File: config.mk
export PLATFORM = sky130hd
export DESIGN_NAME = bcd_counter_mux
export DESIGN_NICKNAME = d
export VERILOG_FILES = /design/src/rtl/bcd_counter_mux.sv
export SDC_FILE = /design/constraint.sdc
export NUM_CORES = 1
export LEC_CHECK = 0
export CAP_MARGIN = 15
export CORE_MARGIN = 2
export CORE_UTILIZATION = 28
export CTS_CLUSTER_SIZE = 40
export DETAILED_ROUTE_END_ITERATION = 6
export PLACE_DENSITY = 0.58
export SLEW_MARGIN = 10
export SYNTH_ARGS = -nofsm -noshare
export SYNTH_HDL_FRONTEND = slang
export SYNTH_SLANG_ARGS = --single-unit
File: constraint.sdc
create_clock -name clk -period 4.95 [get_ports clk]
set_clock_uncertainty 0.1 [all_clocks]
set_input_delay 0.99 -clock clk [delete_from_list [all_inputs] [get_ports clk]]
set_output_delay 0.99 -clock clk [all_outputs]
set_load 0.02 [all_outputs]
File: src/rtl/bcd_counter_mux.sv
// Multi-digit BCD event counter: programmable prescaler, up/down stepping, parallel load,
// and a free-running display multiplexer that drives a seg7 decoder and digit enables.
module bcd_counter_mux #(
    parameter int unsigned                NUM_DIGITS      = 4,
    parameter int unsigned                PRESCALE_WIDTH  = 24,
    parameter logic [PRESCALE_WIDTH-1:0]  DEFAULT_COMPARE = 24'd10_000_000,
    parameter int unsigned                MUX_DIV_WIDTH   = 10
) (
    input  logic                      clk,
    input  logic                      reset,
    input  logic [PRESCALE_WIDTH-1:0] compare_in,
    input  logic                      count_en,
    input  logic                      up_down,
    input  logic                      load,
    input  logic [4*NUM_DIGITS-1:0]   load_value,
    output logic [4*NUM_DIGITS-1:0]   bcd_value,
    output logic                      tick,
    output logic                      rollover,
    output logic [NUM_DIGITS-1:0]     digit_sel,
    output logic [3:0]                digit_bcd,
    output logic [PRESCALE_WIDTH-1:0] prescale_count
);

    localparam int unsigned IdxW = (NUM_DIGITS > 1) ? $clog2(NUM_DIGITS) : 1;
    localparam int unsigned BcdW = 4 * NUM_DIGITS;

    logic [PRESCALE_WIDTH-1:0] prescale_q, prescale_d;
    logic [BcdW-1:0]           bcd_q, bcd_d;
    logic                      tick_q, tick_d;
    logic                      rollover_q, rollover_d;
    logic [MUX_DIV_WIDTH-1:0]  refresh_q;
    logic [IdxW-1:0]           idx_q;

    logic [PRESCALE_WIDTH-1:0] eff_compare;
    logic [BcdW-1:0]           stepped;
    logic [BcdW-1:0]           loaded;
    logic                      wrap;
    logic [3:0]                nib;

    assign eff_compare = (compare_in == '0) ? DEFAULT_COMPARE : compare_in;

    // Ripple carry/borrow through the digits; surviving carry means full-range wrap.
    always_comb begin
        stepped = bcd_q;
        wrap    = 1'b1;
        nib     = 4'd0;
        for (int i = 0; i < NUM_DIGITS; i++) begin
            nib = bcd_q[4*i +: 4];
            if (wrap) begin
                if (up_down) begin
                    if (nib >= 4'd9) begin
                        stepped[4*i +: 4] = 4'd0;
                    end else begin
                        stepped[4*i +: 4] = nib + 4'd1;
                        wrap = 1'b0;
                    end
                end else begin
                    if (nib == 4'd0) begin
                        stepped[4*i +: 4] = 4'd9;
                    end else begin
                        stepped[4*i +: 4] = nib - 4'd1;
                        wrap = 1'b0;
                    end
                end
            end
        end
    end

    always_comb begin
        loaded = '0;
        for (int i = 0; i < NUM_DIGITS; i++) begin
            loaded[4*i +: 4] = (load_value[4*i +: 4] > 4'd9) ? 4'd0 : load_value[4*i +: 4];
        end
    end

    always_comb begin
        prescale_d = prescale_q;
        bcd_d      = bcd_q;
        tick_d     = 1'b0;
        rollover_d = 1'b0;
        if (load) begin
            bcd_d      = loaded;
            prescale_d = '0;
        end else if (count_en) begin
            // >= rather than == so a lowered compare wraps immediately.
            if (prescale_q >= eff_compare) begin
                prescale_d = '0;
                bcd_d      = stepped;
                tick_d     = 1'b1;
                rollover_d = wrap;
            end else begin
                prescale_d = prescale_q + PRESCALE_WIDTH'(1);
            end
        end
    end

    always_ff @(posedge clk) begin
        if (reset) begin
            prescale_q <= '0;
            bcd_q      <= '0;
            tick_q     <= 1'b0;
            rollover_q <= 1'b0;
        end else begin
            prescale_q <= prescale_d;
            bcd_q      <= bcd_d;
            tick_q     <= tick_d;
            rollover_q <= rollover_d;
        end
    end

    always_ff @(posedge clk) begin
        if (reset) begin
            refresh_q <= '0;
            idx_q     <= '0;
        end else begin
            refresh_q <= refresh_q + MUX_DIV_WIDTH'(1);
            if (&refresh_q) begin
                idx_q <= (idx_q == IdxW'(NUM_DIGITS - 1)) ? '0 : idx_q + IdxW'(1);
            end
        end
    end

    always_comb begin
        digit_bcd = 4'd0;
        for (int i = 0; i < NUM_DIGITS; i++) begin
            if (idx_q == IdxW'(i)) begin
                digit_bcd = bcd_q[4*i +: 4];
            end
        end
    end

    assign digit_sel      = NUM_DIGITS'(1) << idx_q;
    assign bcd_value      = bcd_q;
    assign tick           = tick_q;
    assign rollover       = rollover_q;
    assign prescale_count = prescale_q;

endmodule

### Word-level counts from Yosys, hierarchy flattened

Index checks and enable logic that the tools add are counted.

* multiplexer cells: 44
* bitwise logic cells: 3
* $lt $le $gt $ge: 9
* reduce and logical (&&, ||, !) cells: 19
* add/sub/neg operators: 11
* equal/unequal tests: 3
* shift-type cells: 1

Operators by type and width (count)
* 2-to-1 mux 4 bit: 23
* 2-to-1 mux 16 bit: 3
* 2-to-1 mux 24 bit: 2
* adder 24 x 1 -> 24 bit, second input constant: 1
* greater-or-equal comparator 24 bit: 1
* logical NOT 24 bit: 1
* adder 4 x 1 -> 4 bit, second input constant: 4
* greater-or-equal comparator 4 bit, second input constant: 4
* > comparator 4 bit, second input constant: 4
* logical NOT 4 bit: 4
* subtractor 4 x 1 -> 4 bit, second input constant: 4
* 2-to-1 mux 1 bit: 15
* adder 10 x 1 -> 10 bit, second input constant: 1
* AND reduction 10 bit: 1
* nonzero test 2 bit: 5
* AND reduction 3 bit: 3
* OR reduction 5 bit: 1
* == test 2 bit, second input constant: 2
* << shifter 1 x 2 -> 4 bit, first input constant: 1
* inverter 1 bit: 3
* OR reduction 3 bit: 1
* adder 2 x 1 -> 2 bit, second input constant: 1
* == test 2 x 1 -> 1 bit, second input constant: 1
* logical NOT 2 bit: 1
* 3 further kinds: 3

* input port bits: 45
* logic and storage cells: 99
* register bits after elaboration: 54
* output and inout bits: 50

### Logic depth before layout (Yosys ltp)

Gate-level depths: netlist (run 1).

* word-level depth: 9
* depth in mapped cells: 14
* gate-level depth less buffers: 12

### Worst setup path before layout (run 1)

OpenSTA, ideal clock, no wires.

* path kind: input to register
* start point: input compare_in[18]
* end point: register bcd_q[11] (netlist: bcd_value[11])
* required time: 4.733 ns
* arrival: 3.608 ns
* library setup time: 0.117 ns
* path buffers: 0
* stages: 11
* path slack: 1.125 ns
* cells stage by stage: nor4_1 nand4_1 nor2_1 nor2_1 ha_1 nand4_1 or4_4 nor3_2 o211ai_1 mux2i_1 a32o_1

* cells in the longest elaborated chain, start to end: 5

RTL lines
* from (decl): RTL line 11 `input logic [PRESCALE_WIDTH-1:0] compare_in,`
* logical NOT 24 bit: RTL line 40 `assign eff_compare = (compare_in == '0) ? DEFAULT_COMPARE : compare_in;`
* 2-to-1 mux 24 bit *: RTL line 40
* greater-or-equal comparator 24 bit *: RTL line 86 `if (prescale_q >= eff_compare) begin`
* nonzero test 2 bit (no source line) *
* AND reduction 3 bit (no source line) *
* to (signal assigned): RTL line 100 `bcd_q <= '0;`
* to (signal assigned): RTL line 105 `bcd_q <= bcd_d;`
* to (decl): RTL line 28 `logic [BcdW-1:0] bcd_q, bcd_d;`

Every way passes the cells marked *; elsewhere a longest branch is shown, timed or not.
A chain may end at the register's enable or synchronous reset.

### Final worst setup path (run 1)

* start point: input compare_in[13]
* end point: register bcd_q[4] (netlist: bcd_value[4])

The elaborated chain is that of the path after synthesis.

==> results of run 1 <==
[worst max-delay path, delay by kind of cell]
kind            cells  cell delay [ns]
fa+ha+maj           1             0.29
compound gates      3             0.88
simple gates        7             1.89
buf+inv             1             0.42
[worst max path at each step]
stage                               from            end  slack, ns  cells after the start
final                     compare_in[13]   bcd_value[4]       0.51                     12
after global routing       compare_in[0]   bcd_value[6]       0.17                     13
after CTS                  compare_in[0]   bcd_value[6]       0.51                     12
after detailed placement   compare_in[0]   bcd_value[6]       0.19                     12
after global placement     compare_in[0]   bcd_value[6]       0.38                     13
after floorplan           compare_in[18]  bcd_value[11]       1.12                     11
[layout by cell type, fill, tap and decap left out, types with 12 or more instances in the layout]
master / synthesis / layout
xor2_1: 17 / 17
nor3_1: 12 / 12
nand2_1: 46 / 46
o21ai_0: 35 / 35
inv_1: 36 / 36
dfxtp_1: 54 / 54
clkdlybuf4s50_1: 0 / 94
a21oi_1: 51 / 51
nor2_1: 82 / 82
ha_1: 42 / 42
nand3_1: 28 / 28
[logic make-up (layout without fill, tap and decap cells)]
| group | after synthesis | count (layout) | synth area share |
|---|---|---|---|
| fa+ha+maj | 42 | 42 | 0.127 |
| compound gates | 137 | 137 | 0.203 |
| xor+xnor | 24 | 24 | 0.0509 |
| simple gates | 228 | 228 | 0.269 |
| mux | 10 | 10 | 0.0273 |
| buf+inv | 64 | 143 | 0.0612 |
| flops | 54 | 54 | 0.262 |
[state kept, by name (all words and copies together), names as in the netlist]
| signal | count |
|---|---|
| tick | 1 |
| prescale_count | 24 |
| rollover | 1 |
| idx_q | 2 |
| bcd_value | 16 |
| refresh_q | 10 |
[metrics by stage]
stage	utilization	area (um2)	setup slack (ns)	hold WS [ns]
2_1_floorplan	-	4130	1.12	0.318
3_3_place_gp	0.360	5220	0.385	0.330
3_5_place_dp	0.360	5220	0.189	0.339
4_1_cts	0.370	5360	0.515	0.354
5_1_grt	0.370	5360	0.174	0.392
6_report	0.370	5360	0.505	0.348
[power by group]
group,total (mW),internal [mW],switching (mW)
Sequential,0.471,0.445,0.0266
Combinational,0.221,0.108,0.113
Clock,0.354,0.191,0.163
[layer usage]
layer | global-route usage | share of wire | vias up
li1 | - | - | 2135
met5 | 0 | 0 | -
met1 | 0.202 | 0.47 | 1982
met4 | 0.0366 | 0.016 | 0
met2 | 0.246 | 0.45 | 146
met3 | 0.0287 | 0.061 | 13
[layout make-up]
| type | count | area, um2 | share of cell area |
|---|---|---|---|
| Tap cell | 184 | 230 | 0.0429 |
| Clock inverter | 2 | 17.5 | 0.00327 |
| Multi-Input combinational cell | 441 | 2800 | 0.521 |
| Inverter | 37 | 139 | 0.0259 |
| Sequential cell | 54 | 1080 | 0.202 |
| Timing Repair Buffer | 98 | 971 | 0.181 |
| Clock buffer | 6 | 129 | 0.0240 |
==> summary.md, run 1 <==
| Metric | Value |
|---|---|
| Via density | `5.20` |
| Max-Cap Viols | `0` |
| Synthesized area | `4130 um2` |
| Peak supply drop | `0.139 mV` |
| Slowest-stage cell, CP | `or4_4` |
| Pwr dens | `195 nW/um2` |
| Hold EP | `refresh_q[0]` |
| Worst slew pin tran | `0.761 ns` |
| Startpoint Class | `input pin` |
| Mapped Avg Cell Area | `7.39 um2` |
| Number of synthesized flops with an enable pin | `0` |
| Row count | `44` |
| Final-report max-slew violation count | `0` |
| Filler Cells Inserted | `1,501` |
| Worst r2r dst | `bcd_value[4]` |
| Hold Path Stages | `1` |
| Post-DRT Antenna Nets | `0` |
| Top cells by area, synth | `dfxtp_1 (26%), ha_1 (13%), nor2_1 (7.5%)` |
| CTS H-Tree Depth | `2` |
| Unrepaired setup endpoints after global routing | `false` |
| Yosys cell types | `55` |
| Final setup viols | `0` |
| Die height | `125 um` |
| Clk_lat worst skew | `0.29 ns` |
| P&R area growth vs syn | `29.9%` |
| Synth cell count leaders | `nor2_1 (82), dfxtp_1 (54), a21oi_1 (51)` |
| Fin crit period | `4.44 ns` |
| Via count | `4,276` |
| Total leakage power | `2.02 nW` |
| Drt initial violations | `313` |
| Gate Count Post-Synth | `559` |
| Worst hold path type | `reg -> reg` |
| Register-to-Register Setup Slack | `2.04 ns` |
| 1st-pass router iterations | `5` |
| Post-CTS Setup Bufs | `0` |
| Total Power Consumption | `1.05 mW` |
| Commonest register cell after synthesis | `dfxtp_1` |
| IO Pins | `95` |
| Area of the die | `15,700 um2` |
| Worst Path Required | `4.99 ns` |
| Crit path capture type | `register` |
| Residual DRC | `0` |
| CTS tree | `built` |
| Syn nets | `646` |
| Clock sink total | `54` |
| Net count, final | `724` |
| Max clock buf depth | `2` |
| Cell Count, Final, Fillers Out | `822` |
| Routability Congestion | `0.872` |
| Clk slew on worst S/H paths | `0.07 ns` |
| Vias in the first global route | `4,104` |
| GRT Util Overall | `0.150` |
| Worst endpoint data arrival time | `4.49 ns` |
| Largest net degree at the start of global routing | `30` |
| Largest stage delay on the critical path | `0.58 ns` |
| Yosys reg bits | `54` |
| Post-cts resize count | `0` |
| Drt wl/cell | `14.6 um` |
| CP Class | `in -> reg` |
| Yosys warns | `0` |
| Antenna Cells | `0` |
| Hold-fix buffers, CTS | `0` |
| Port Buffers | `94` |
| Async set or reset register ratio after synthesis | `0` |
| Post-DP HPWL | `9.36 mm` |
| Initial antenna violation count | `0` |
| Outcome | `complete, no violations` |
| Final Hold Fails | `0` |
| Congestion Overflow GR | `0` |
| Hold Crit Start | `refresh_q[0]` |
| Top-count cell post-synth | `nor2_1` |
| Post-route setup TNS | `0 ns` |
| Total wire length | `12.0 mm` |
| Reg-to-reg startpoint | `prescale_count[21]` |
| Period utilisation layout | `0.898` |
| Num CTS Buffers | `5` |
| Layout cells sized above 1 | `0.0423` |
| Area leader, netlist | `dfxtp_1` |
| R2R depth | `7` |
| Post-synth top area share | `0.262` |
| DIE WIDTH | `125 um` |
| CP max FO | `11` |
| First-pass GRT wire length | `19.9 mm` |
| Relative slew slack | `0.491` |
| Critical path cell sequence | `clkdlybuf4s50_1 -> nor4_1 -> nand4_1 -> nor2_1 -> nor2_1 -> ha_1 -> nand4_1 -> or4_4 -> nor3_2 -> o21ai_2 -> o21ai_0 -> a311oi_1` |
| Clock root buffer | `clkbuf_16` |
| Placed Cells | `814` |
| CORE AREA | `14,500 um2` |
| Post-synthesis sequential area ratio | `0.262` |
| Starting Density | `0.285` |
| Peak Freq | `0.225 GHz` |
(Power assumes the default switching activity.)
==> run 2, diff against run 1 <==
clock period = 5 ns   (was 4.95 ns; I/O delays follow)
==> run 2 against run 1 <==
Compared with the run above:
- via count unchanged
- hold slack better by 0.0063 ns
- core utilization barely moved
- worst setup slack improved by 0.12 ns
- sequential power is 1% lower
- critical path type unchanged
- highest routed layer unchanged
==> summary.md, run 2 (same netlist as run 1, synthesis figures left out) <==
| Metric | Value |
|---|---|
| Core Util, Final | `0.371` |
| Clk slew on worst S/H paths | `0.07 ns` |
| Startpoint Class | `input pin` |
| Post-route setup TNS | `0 ns` |
| Layout cells sized above 1 | `0.0423` |
| Net count, final | `724` |
| Unrepaired setup endpoints after global routing | `false` |
| Clk_lat worst skew | `0.29 ns` |
| Peak supply drop | `0.128 mV` |
| P&R area growth vs syn | `30.0%` |
| Net Sw Frac | `0.284` |
| Via density | `5.20` |
| Hold Path Stages | `1` |
| Hold Crit Start | `refresh_q[0]` |
| Vias in the first global route | `4,166` |
| Most common cell after layout, fill and taps aside | `clkdlybuf4s50_1` |
| Post-cts resize count | `0` |
| Largest net degree at the start of global routing | `33` |
| R2R depth | `7` |
| Crit path capture type | `register` |
| Post-CTS Setup Bufs | `0` |
| 1st-pass router iterations | `5` |
| Initial antenna violation count | `0` |
| Max-Cap Viols | `0` |
| Routability Congestion | `0.837` |
| Clock sink total | `54` |
| Fin crit period | `4.37 ns` |
| Total wire length | `12.1 mm` |
| Die height | `125 um` |
| Clock root buffer | `clkbuf_16` |
| CP startpoint | `compare_in[13]` |
| Worst hold path type | `reg -> reg` |
| Final-report max-slew violation count | `0` |
| Clock power share | `0.344` |
| Crit path max-delay family | `simple AND/OR/NAND/NOR gates` |
| Post-DP HPWL | `9.49 mm` |
| CTS H-Tree Depth | `2` |
| Max clock buf depth | `2` |
| Flop pwr share | `0.446` |
| CP max FO | `11` |
| Final Hold Fails | `0` |
| Peak Freq | `0.229 GHz` |
| Register-to-Register Setup Slack | `2.12 ns` |
| Final Instance Area | `5370 um2` |
| Filler Cells Inserted | `1,502` |
| Largest stage delay on the critical path | `0.55 ns` |
| Placement Cell Area | `5220 um2` |
| Relative slew slack | `0.535` |
| Final setup viols | `0` |
| IO Pins | `95` |
| First-pass GRT wire length | `20.2 mm` |
| GRT Util Overall | `0.151` |
| Hold EP | `refresh_q[0]` |
| Antenna Cells | `0` |
| Sw Pwr | `0.298 mW` |
| Num CTS Buffers | `5` |
| DIE WIDTH | `125 um` |
| Residual DRC | `0` |
| CP Class | `in -> reg` |
| Drt wl/cell | `14.8 um` |
| Hold-fix buffers, CTS | `0` |
| Port Buffers | `94` |
| Worst path bufs/invs | `1` |
| Worst slew pin tran | `0.695 ns` |
| Internal power | `0.749 mW` |
| Placed Cells | `814` |
| Worst r2r dst | `bcd_value[4]` |
| CTS tree | `built` |
| Starting Density | `0.285` |
| Via count | `4,276` |
| Max reg flops | `24` |
| Pwr dens | `195 nW/um2` |
| Worst Path Required | `5.04 ns` |
| Post-DRT Antenna Nets | `0` |
| Total leakage power | `2.02 nW` |
| Drt initial violations | `288` |
| CORE AREA | `14,500 um2` |
| Most frequent cells in the layout | `clkdlybuf4s50_1 (94), nor2_1 (82), dfxtp_1 (54)` |
| Reg-to-reg startpoint | `prescale_count[19]` |
| Worst-case hold slack | `0.355 ns` |
| Row count | `44` |
| Area of the die | `15,700 um2` |
| Congestion Overflow GR | `0` |
| Cell Count, Final, Fillers Out | `822` |
| Slowest-stage cell, CP | `or4_4` |
| Outcome | `complete, no violations` |
| Combinational share of power | `0.210` |
| Period utilisation layout | `0.874` |
| Critical path cell sequence | `clkdlybuf4s50_1 -> nor4_1 -> nand4_1 -> nor2_1 -> nor2_1 -> ha_1 -> nand4_1 -> or4_4 -> nor3_2 -> o21ai_2 -> o21ai_0 -> a311oi_1` |
| Worst endpoint data arrival time | `4.42 ns` |
[run 2: cell types whose count changed in the layout (fill, tap and decap cells not counted), sizes merged]
cell	delta
clkinv	-1
clkbuf	+1
[run 2: worst register-to-register path: cells and delay by family (launching register included)]
family	cells	cell delay [ns]
simple gates	3	1.04
compound gates	3	0.85
flops	1	0.38
fa+ha+maj	1	0.36
[run 2: cell type report]
class	instances	area, um2	share of cell area
Clock inverter	1	8.76	0.00163
Inverter	37	139	0.0259
Clock buffer	7	143	0.0266
Tap cell	184	230	0.0429
Multi-Input combinational cell	441	2800	0.521
Timing Repair Buffer	98	971	0.181
Sequential cell	54	1080	0.201
[run 2: through the flow]
| stage | power [mW] | setup slack [ns] |
|---|---|---|
| after floorplan | 0.599 | 1.16 |
| after global placement | 0.689 | 0.422 |
| final | 1.05 | 0.628 |
| after detailed placement | 0.694 | 0.346 |
| after CTS | 1.06 | 0.643 |
| after global routing | 1.10 | 0.289 |
[run 2: worst max path at each step]
stage	end	slack, ns	cells after the start
floorplan	bcd_value[11]	1.16	11
global placement	bcd_value[4]	0.42	13
detailed placement	bcd_value[4]	0.35	12
CTS	bcd_value[4]	0.64	12
global route	bcd_value[4]	0.29	12
finish	bcd_value[4]	0.63	12
[run 2: per-layer routing]
metal	track usage	wire length (um)
met1	0.199	5780
met3	0.0282	736
met2	0.260	5500
met4	0.0288	120
met5	0	0
[run 2: power by group through the flow]
stage                     Clock [mW]  Combinational (mW)  Sequential [mW]
final                          0.361               0.220            0.466
after global routing           0.384               0.244            0.469
after CTS                      0.371               0.219            0.466
after detailed placement           0               0.218            0.476
after global placement             0               0.214            0.475
after floorplan                    0               0.126            0.473
==> run 3, diff against run 2 <==
CORE_ASPECT_RATIO = 0.7   (was not set)
PLACE_DENSITY = 0.49   (was 0.58)
==> run 3 against run 2 <==
Compared with the run above:
- combinational power hardly changed
- final area is 1.2% higher
- critical path type unchanged
- core utilization grew 0.29 points
- largest cell class unchanged
- critical path depth rose by 1
==> summary.md, run 3 (same netlist as run 1, synthesis figures left out) <==
| Metric | Value |
|---|---|
| Via count | `4,240` |
| Net count, final | `726` |
| Pwr dens | `201 nW/um2` |
| Worst-case hold slack | `0.360 ns` |
| Post-route setup TNS | `0 ns` |
| Post-DRT Antenna Nets | `0` |
| Total wire length | `12.0 mm` |
| Crit path max-delay family | `simple AND/OR/NAND/NOR gates` |
| Port Buffers | `94` |
| Layout cells sized above 1 | `0.0453` |
| Worst slew pin tran | `0.828 ns` |
| Num CTS Buffers | `5` |
| Clock root buffer | `clkbuf_16` |
| Clock sink total | `54` |
| DP Worst Slack | `0.0665 ns` |
| Peak supply drop | `0.118 mV` |
| Startpoint Class | `input pin` |
| GRT Util Overall | `0.155` |
| Area of the die | `15,800 um2` |
| Drt wl/cell | `14.4 um` |
| CTS tree | `built` |
| Max reg flops | `24` |
| Post-CTS Setup Bufs | `0` |
| Worst path bufs/invs | `2` |
| Congestion Overflow GR | `0` |
| P&R area growth vs syn | `31.5%` |
| CORE AREA | `14,500 um2` |
| Outcome | `complete, no violations` |
| Worst endpoint data arrival time | `4.62 ns` |
| Slowest-stage cell, CP | `or4_4` |
| Final-report max-slew violation count | `0` |
| Routability Congestion | `0.823` |
| IO Pins | `95` |
| CP Class | `in -> reg` |
| Initial antenna violation count | `0` |
| DIE WIDTH | `149 um` |
| Post-DP HPWL | `9.38 mm` |
| Crit path capture type | `register` |
| Via density | `5.08` |
| Largest net degree at the start of global routing | `30` |
| Row count | `37` |
| Most common cell after layout, fill and taps aside | `clkdlybuf4s50_1` |
| Setup ws final | `0.466 ns` |
| Final Hold Fails | `0` |
| Worst hold path type | `reg -> reg` |
| First-pass GRT wire length | `19.8 mm` |
| CTS H-Tree Depth | `2` |
| Critical path cell sequence | `clkdlybuf4s50_1 -> nor4_1 -> nand4_1 -> nor2_1 -> buf_4 -> nor2_1 -> ha_1 -> nand4_1 -> or4_4 -> nor3_2 -> o211ai_1 -> mux2i_1 -> a32o_1` |
| Clk_lat worst skew | `0.29 ns` |
| Hold-fix buffers, CTS | `0` |
| Max-Cap Viols | `0` |
| Period utilisation layout | `0.907` |
| Fin crit period | `4.53 ns` |
| Antenna Cells | `0` |
| Largest stage delay on the critical path | `0.58 ns` |
| Placed Cells | `826` |
| Worst Path Required | `5.09 ns` |
| Vias in the first global route | `3,847` |
| Final setup viols | `0` |
| Most frequent cells in the layout | `clkdlybuf4s50_1 (94), nor2_1 (82), dfxtp_1 (54)` |
| Peak Freq | `0.221 GHz` |
| Max clock buf depth | `2` |
| Post-cts resize count | `0` |
| Total Power Consumption | `1.09 mW` |
| Relative slew slack | `0.447` |
| Drt initial violations | `175` |
| 1st-pass router iterations | `5` |
| Clk slew on worst S/H paths | `0.07 ns` |
| Starting Density | `0.284` |
| Total leakage power | `2.04 nW` |
| Die height | `106 um` |
| Residual DRC | `0` |
| Cell Count, Final, Fillers Out | `835` |
| Unrepaired setup endpoints after global routing | `false` |
| CP max FO | `5` |
-- run 3: changes by cell type in the layout (fill, tap and decap cells not counted) --
cell / before / now
buf_16: 0 / 1
inv_6: 1 / 0
clkinvlp_4: 0 / 1
clkbuf_8: 1 / 0
bufinv_16: 0 / 1
buf_4: 4 / 5
-- run 3: metrics by stage --
step / cell area [um2] / utilization
2_1_floorplan: 4130 / -
3_3_place_gp: 5240 / 0.360
3_5_place_dp: 5240 / 0.360
4_1_cts: 5410 / 0.372
5_1_grt: 5430 / 0.374
6_report: 5430 / 0.374
-- run 3: worst register-to-register path, stage by stage (launching register included) --
cell	delay [ns]
dfxtp_1	0.36
ha_1	0.32
nand4_1	0.14
or4_4	0.58
nor3_2	0.36
o211ai_1	0.33
mux2i_1	0.23
a32o_1	0.23
-- run 3: path summary, 6_finish.rpt --
check,start,end,slack (ns),cells after the start
worst max register to register,prescale_count[21],bcd_value[11],2.25,7
worst min-delay path,refresh_q[0],refresh_q[0],0.36,1
worst max-delay path,compare_in[0],bcd_value[11],0.47,13
worst min register to register,refresh_q[0],refresh_q[0],0.36,1
-- run 3: per-layer routing --
metal  track usage  vias up  wire [um]
met5             0        -          0
met4        0.0245        0         53
met3        0.0394        5        964
met2         0.215      131       4750
met1         0.240     1958       6280
li1              -     2146          -
-- run 3: power breakdown --
group	switching, mW	internal (mW)	total, mW
Clock	0.164	0.237	0.401
Combinational	0.113	0.109	0.222
Sequential	0.0276	0.440	0.468
-- run 3: final cells by class --
| cell class | count | area [um2] |
|---|---|---|
| well taps | 195 | 244 |
| multi-input cells | 441 | 2800 |
| fillers | 1525 | 9100 |
| inverters | 37 | 139 |
| repair buffers | 100 | 1010 |
| flip-flops and latches | 54 | 1080 |
| clock inverters | 2 | 37.5 |
| clock buffers | 6 | 129 |
